--- config.mk ---
export PLATFORM = sky130hd
export DESIGN_NAME = sim_run_ctrl_flat
export DESIGN_NICKNAME = d
export VERILOG_FILES = /design/src/rtl/sim_run_ctrl_if.sv /design/src/rtl/sim_run_ctrl.sv /design/src/flat_wrapper.sv
export SDC_FILE = /design/constraint.sdc
export NUM_CORES = 1
export LEC_CHECK = 0
export ABC_AREA = 1
export BUFFER_PORTS_ARGS = -buffer_cell sky130_fd_sc_hd__clkbuf_2
export CORE_MARGIN = 2
export CORE_UTILIZATION = 25
export DETAILED_ROUTE_END_ITERATION = 12
export GPL_ROUTABILITY_DRIVEN = 0
export MAX_ROUTING_LAYER = met4
export PLACE_DENSITY = 0.46
export SLEW_MARGIN = 40
export SYNTH_ARGS = -nofsm -noshare
export SYNTH_HDL_FRONTEND = slang
export SYNTH_SLANG_ARGS = --single-unit
--- constraint.sdc ---
create_clock -name clka -period 2.5 [get_ports clka]
set_clock_uncertainty 0.1 [all_clocks]
set_input_delay 0.5 -clock clka [delete_from_list [all_inputs] [get_ports clka]]
set_output_delay 0.5 -clock clka [all_outputs]
set_load 0.05 [all_outputs]
--- src/rtl/sim_run_ctrl_if.sv ---
// Bundle of per-core monitor inputs and run/verdict outputs of the simulation run controller.
// The bench side drives the core channels (master); the controller consumes them (slave).
interface sim_run_ctrl_if #(
  parameter int N_CORES = 1,
  parameter int CNT_W   = 32
);
  logic [N_CORES-1:0] halt;
  logic [N_CORES-1:0] error;
  logic [N_CORES-1:0] activity;
  logic               cpu_rst;
  logic               run;
  logic               sim_end;
  logic               pass;
  logic [2:0]         status;
  logic [CNT_W-1:0]   cycle_count;
  logic [N_CORES-1:0] halted_mask;

  modport master (
    output halt, error, activity,
    input  cpu_rst, run, sim_end, pass, status, cycle_count, halted_mask
  );

  modport slave (
    input  halt, error, activity,
    output cpu_rst, run, sim_end, pass, status, cycle_count, halted_mask
  );
endinterface

--- src/rtl/sim_run_ctrl.sv ---
// Run controller for the CPU simulation harness: sequences CPU reset, counts run cycles,
// ends the run on pass/error/timeout/stall and raises sim_end after a drain window.
module sim_run_ctrl #(
  parameter int N_CORES        = 1,
  parameter int CNT_W          = 32,
  parameter int RST_CYCLES     = 2,
  parameter int TIMEOUT_CYCLES = 300,
  parameter int STALL_CYCLES   = 64,
  parameter int DRAIN_CYCLES   = 4
) (
  input logic          clka,
  input logic          rst,
  sim_run_ctrl_if.slave bus
);

  typedef enum logic [1:0] {S_RESET, S_RUN, S_DRAIN, S_DONE} state_t;

  typedef enum logic [2:0] {
    ST_NONE    = 3'd0,
    ST_PASS    = 3'd1,
    ST_ERROR   = 3'd2,
    ST_TIMEOUT = 3'd3,
    ST_STALL   = 3'd4
  } verdict_t;

  localparam int RST_N   = (RST_CYCLES   < 1) ? 1 : RST_CYCLES;
  localparam int DRAIN_N = (DRAIN_CYCLES < 1) ? 1 : DRAIN_CYCLES;

  // Terminal counter values; the timeout/stall ones are only compared when enabled.
  localparam logic [CNT_W-1:0] RST_LAST     = CNT_W'(RST_N - 1);
  localparam logic [CNT_W-1:0] DRAIN_LAST   = CNT_W'(DRAIN_N - 1);
  localparam logic [CNT_W-1:0] TIMEOUT_LAST = CNT_W'(TIMEOUT_CYCLES - 1);
  localparam logic [CNT_W-1:0] STALL_LAST   = CNT_W'(STALL_CYCLES - 1);

  state_t             state, state_next;
  verdict_t           status, status_next;
  logic [CNT_W-1:0]   phase_cnt;
  logic [CNT_W-1:0]   cycle_cnt;
  logic [CNT_W-1:0]   stall_cnt;
  logic [N_CORES-1:0] halted_mask;

  logic any_activity, new_halt;
  logic hit_error, hit_pass, hit_timeout, hit_stall;

  assign any_activity = |bus.activity;
  assign new_halt     = |(bus.halt & ~halted_mask);
  assign hit_error    = |bus.error;
  assign hit_pass     = &(halted_mask | bus.halt);
  assign hit_timeout  = (TIMEOUT_CYCLES != 0) && (cycle_cnt == TIMEOUT_LAST);
  assign hit_stall    = (STALL_CYCLES != 0) && (stall_cnt == STALL_LAST) && !any_activity;

  // NOTE: sequential state uses non-blocking (<=) so every flop samples pre-edge values.
  always_ff @(posedge clka or negedge rst) begin
    if (!rst) begin
      state  <= S_RESET;
      status <= ST_NONE;
    end else begin
      state  <= state_next;
      status <= status_next;
    end
  end

  // NOTE: defaults first so no path through the case leaves a signal unassigned (no latch).
  always_comb begin
    state_next  = state;
    status_next = status;
    unique case (state)
      S_RESET: if (phase_cnt == RST_LAST) state_next = S_RUN;
      S_RUN: begin
        // Priority error > pass > timeout > stall.
        if (hit_error) begin
          status_next = ST_ERROR;
          state_next  = S_DRAIN;
        end else if (hit_pass) begin
          status_next = ST_PASS;
          state_next  = S_DRAIN;
        end else if (hit_timeout) begin
          status_next = ST_TIMEOUT;
          state_next  = S_DRAIN;
        end else if (hit_stall) begin
          status_next = ST_STALL;
          state_next  = S_DRAIN;
        end
      end
      S_DRAIN: if (phase_cnt == DRAIN_LAST) state_next = S_DONE;
      S_DONE:  state_next = S_DONE;
      default: state_next = S_RESET;
    endcase
  end

  // Counters and sticky halt record; only RUN lets the core channels in.
  always_ff @(posedge clka or negedge rst) begin
    if (!rst) begin
      phase_cnt   <= '0;
      cycle_cnt   <= '0;
      stall_cnt   <= '0;
      halted_mask <= '0;
    end else begin
      unique case (state)
        S_RESET: phase_cnt <= (phase_cnt == RST_LAST) ? '0 : phase_cnt + 1'b1;
        S_RUN: begin
          phase_cnt   <= '0;
          halted_mask <= halted_mask | bus.halt;
          if (cycle_cnt != '1) cycle_cnt <= cycle_cnt + 1'b1;
          if (any_activity || new_halt) stall_cnt <= '0;
          else if (stall_cnt != '1)     stall_cnt <= stall_cnt + 1'b1;
        end
        S_DRAIN: phase_cnt <= phase_cnt + 1'b1;
        default: ;
      endcase
    end
  end

  // Outputs decode only registered state, never the core inputs directly.
  assign bus.cpu_rst     = (state == S_RESET);
  assign bus.run         = (state == S_RUN);
  assign bus.sim_end     = (state == S_DONE);
  assign bus.pass        = (state == S_DONE) && (status == ST_PASS);
  assign bus.status      = status;
  assign bus.cycle_count = cycle_cnt;
  assign bus.halted_mask = halted_mask;

endmodule

--- src/flat_wrapper.sv ---
// flat-port wrapper written by rule: the top's interface ports become plain ports
module sim_run_ctrl_flat 
#(
  parameter int N_CORES        = 1,
  parameter int CNT_W          = 32,
  parameter int RST_CYCLES     = 2,
  parameter int TIMEOUT_CYCLES = 300,
  parameter int STALL_CYCLES   = 64,
  parameter int DRAIN_CYCLES   = 4
)
  (clka, rst, bus_halt, bus_error, bus_activity, bus_cpu_rst, bus_run, bus_sim_end, bus_pass, bus_status, bus_cycle_count, bus_halted_mask);
  sim_run_ctrl_if #(.N_CORES(N_CORES), .CNT_W(CNT_W)) bus_i ();
  input logic clka;
  input logic rst;
  input wire logic [$bits(bus_i.halt)-1:0] bus_halt;
  input wire logic [$bits(bus_i.error)-1:0] bus_error;
  input wire logic [$bits(bus_i.activity)-1:0] bus_activity;
  output wire logic [$bits(bus_i.cpu_rst)-1:0] bus_cpu_rst;
  output wire logic [$bits(bus_i.run)-1:0] bus_run;
  output wire logic [$bits(bus_i.sim_end)-1:0] bus_sim_end;
  output wire logic [$bits(bus_i.pass)-1:0] bus_pass;
  output wire logic [$bits(bus_i.status)-1:0] bus_status;
  output wire logic [$bits(bus_i.cycle_count)-1:0] bus_cycle_count;
  output wire logic [$bits(bus_i.halted_mask)-1:0] bus_halted_mask;
  assign bus_i.halt = bus_halt;
  assign bus_i.error = bus_error;
  assign bus_i.activity = bus_activity;
  assign bus_cpu_rst = bus_i.cpu_rst;
  assign bus_run = bus_i.run;
  assign bus_sim_end = bus_i.sim_end;
  assign bus_pass = bus_i.pass;
  assign bus_status = bus_i.status;
  assign bus_cycle_count = bus_i.cycle_count;
  assign bus_halted_mask = bus_i.halted_mask;
  sim_run_ctrl #(.N_CORES(N_CORES), .CNT_W(CNT_W), .RST_CYCLES(RST_CYCLES), .TIMEOUT_CYCLES(TIMEOUT_CYCLES), .STALL_CYCLES(STALL_CYCLES), .DRAIN_CYCLES(DRAIN_CYCLES)) u_core (.clka(clka), .rst(rst), .bus(bus_i));
endmodule
==> impl_results.md <==
- Leakage power summed over all cells: 3.74 nW
- Effective utilization at floorplan: 25.4%
- Global-route usage over all layers: 14.8%
- Routed via count divided by cell count: 4.35
- Post-route DRC violation count: 0
- FMAX: 0.432 GHz
- 1st-pass router iterations: 7
- Detailed-routing wirelength on met1: 9610 µm
- Final non-filler cell area: 8070 µm²
- Critical path data required time: 1.90 ns
- Worst-path fanout max: 6
- Final HPWL DP: 15500 µm
- Net count after synthesis: 1076
- Chip width: 172 µm
- Height of the die: 172 µm
- TritonCTS Buffers: 9
- Standard cell core area: 27800 µm²
- YS warnings: 0
- Sequential element share of the synthesized area: 36.2%
- Post-synth ARST share: 100%
- Maximum buffer depth of the clock tree: 2
- Post-synthesis cell type with the largest combined area: sky130_fd_sc_hd__dfrtp_1
- Minimum setup slack among reg-to-reg paths: 0.23 ns
- Fin nets: 1126
- Overflow left after global routing: 0
- Summed negative setup slack over all endpoints: 0 ns
- 1st-iter DRT viols: 348
- Post CTS Setup Buffer Count: 0
- Total length of routed met3 wires: 616 µm
- Synth top area cells: sky130_fd_sc_hd__dfrtp_1 36%, sky130_fd_sc_hd__nand2_1 18%, sky130_fd_sc_hd__nor2_1 8.2%
- Number of top-level pins: 45
- CP arrival: 1.71 ns
- Most numerous cell in the Yosys netlist: sky130_fd_sc_hd__nand2_1
- Post-synthesis sequential element count: 102
- Pwr dens: 670 nW/µm²
- Number of distinct library cells after synthesis: 37
- Met2 WL: 9470 µm
- Rel. slew slack: 57.0%
- Slew of the pin with the lowest slew margin: 0.645 ns
- Worst-path clk slew: 0.09 ns
- # H-tree levels: 3
- Synthesized netlist cell count: 1060
- Unrepaired setup endpoints after global routing: no
- Class of the tightest hold or removal check: in2async
- Via count: 6495
- Area growth from synthesis to final layout: 14.6%
- Post-synth EDFFs: 0
- Switching power as a share of total power: 43.6%
- Period utilisation layout: 92.6%
- Leading register cell type out of synthesis: sky130_fd_sc_hd__dfrtp_1
- Max-cap viol count: 0
- Highest routing layer actually used: met4
- Total count of hold-check failures in the final report: 0
- Comb pwr share: 35.3%
- CTS Root Cell: sky130_fd_sc_hd__clkbuf_16
- Floorplan row count: 61
- Net switching power figure: 2.36 mW
- Hold buffer count at CTS: 0
- Capture point of the worst reg-to-reg path: u_core.bus.cycle_count[6]
- Share of final-layout standard cells stronger than drive strength 1: 9.69%
- Type of element capturing the critical path: output port
- Source-to-sink clock delay at the later pin of the worst-skew pair: 0.37 ns
- Sequential power share: 35.5%
- Launch point of the worst reg-to-reg path: u_core.bus.cycle_count[0]
- Routed length per placed instance: 13.4 µm
- Overall die area: 29500 µm²
- Most frequent cells after synthesis: 343 x sky130_fd_sc_hd__nand2_1, 153 x sky130_fd_sc_hd__nor2_1, 129 x sky130_fd_sc_hd__inv_1, 102 x sky130_fd_sc_hd__dfrtp_1, 76 x sky130_fd_sc_hd__nand3_1
- Syn Std Cell Area: 7040 µm²
- IR drop worst, VDD: 0.000348 V
- Number of antenna cells inserted: 0
- Setup violations, final: 0
- Category of the most critical setup path: reg2out
- CTS tree: built
- Maximum number of pins on one net before global-route repair: 48
- Number of input and output port buffers inserted: 44
- Sink count of the clock tree: 102
- Depth of the worst register-to-register path: 11
- Area share of the leading cell type in the synthesized netlist: 36.2%
- Final Util: 29.1%
- Final min period: 2.31 ns
- Global-route wire length before repair: 33500 µm
- Part of the power in the clock network: 29.2%
- Run status: completed
- Worst Setup Start Kind: flip-flop
- Total wire length after detailed routing: 20000 µm
- Average instance area after synthesis: 6.64 µm²
- Fin. max-slew vios: 0
- Cell area after placement: 7740 µm²
- Vias in the first global route: 6405
- Cell Int Power: 3.06 mW
- Antenna viol nets, final: 0
- Initial antenna violation count: 0
registers in the layout, indices dropped and copies added (netlist names):
| signal | count |
|---|---|
| u_core.bus.cycle_count | 32 |
| u_core.state | 2 |
| u_core.bus.halted_mask | 1 |
| u_core.stall_cnt | 32 |
| u_core.phase_cnt | 32 |
| u_core.bus.status | 3 |
worst max-delay path by stage:
stage	to	cells after the start	from	slack, ns
final	bus_pass	4	u_core.state[0]	0.19
after global routing	u_core.bus.cycle_count[2]	11	u_core.bus.cycle_count[0]	0.02
after CTS	bus_pass	4	u_core.state[0]	0.11
after detailed placement	u_core.stall_cnt[30]	12	u_core.stall_cnt[0]	0.20
after global placement	u_core.bus.cycle_count[6]	11	u_core.bus.cycle_count[0]	0.30
after floorplan	u_core.bus.cycle_count[17]	12	u_core.bus.cycle_count[0]	0.24
critical path, cell delays in order, from the launching register on:
cell	delay, ns
sky130_fd_sc_hd__dfrtp_1	0.45
sky130_fd_sc_hd__ha_1	0.27
sky130_fd_sc_hd__nand2_1	0.08
sky130_fd_sc_hd__nor3_2	0.23
sky130_fd_sc_hd__clkbuf_2	0.33
stage by stage:
stage                     std cells  hold WS, ns  setup WS (ns)  power, mW
after floorplan                1060        0.104          0.236       3.46
final                          1493       0.0658          0.186       5.41
after global placement         1477        0.409          0.296       3.88
after global routing           1493        0.108         0.0165       5.76
after CTS                      1493       0.0811          0.115       5.50
after detailed placement       1477        0.417          0.204       3.89
cells in the final DEF (no fill, tap or decap), drive strengths merged:
cell type / n
inv: 136
o21bai: 2
clkinv: 3
and2: 1
nor2: 159
nor4: 1
or2: 2
nand4: 23
nand3b: 2
nand2: 350
dfrtp: 102
o21ai: 61
nor3: 43
ha: 11
a21o: 3
nor3b: 1
nand3: 76
xnor2: 6
bufinv: 1
buf: 18
a21oi: 16
xor2: 42
o2111ai: 3
mux2i: 1
clkbuf: 52
logic make-up (layout without fill, tap and decap cells):
family / count (synthesis) / in the layout / share of synthesized area (%)
xor gates and xnor gates: 48 / 48 / 5.97
muxes: 1 / 1 / 0.320
AOI/OAI and AO/OA: 85 / 85 / 6.70
and+or+nand+nor: 658 / 658 / 39.5
DFF: 102 / 102 / 36.2
adders and majority gates: 11 / 11 / 1.95
buffers and inverters: 155 / 210 / 9.33
power groups by stage:
stage	logic (mW)	clock network [mW]	registers [mW]
3_5_place_dp	1.93	0	1.95
6_report	1.91	1.58	1.92
2_1_floorplan	1.35	0	2.11
3_3_place_gp	1.93	0	1.95
5_1_grt	2.14	1.68	1.94
4_1_cts	1.93	1.65	1.92
area by class of cell:
cell class                      count  area, µm²
Multi-Input combinational cell    803       3850
Fill cell                        3185      19700
Tap cell                          378        473
Timing Repair Buffer               61        375
Inverter                          133        502
Sequential cell                   102       2550
Clock buffer                        9        225
Clock inverter                      7       97.6
metal layers:
| metal | up-vias | GRT usage, % |
|---|---|---|
| met2 | 83 | 24.5 |
| met3 | 20 | 2.09 |
| met5 | - | - |
| li1 | 3440 | - |
| met1 | 2952 | 19.2 |
| met4 | 0 | 3.58 |
repair_timing:
| action | CTS | global route |
|---|---|---|
| endpoints found under the hold margin | 0 | 0 |
| endpoints found under the setup margin | 0 | 3 |
| gates resized for setup | 0 | 1 |
Note: power is estimated with default switching activity, not from simulation.
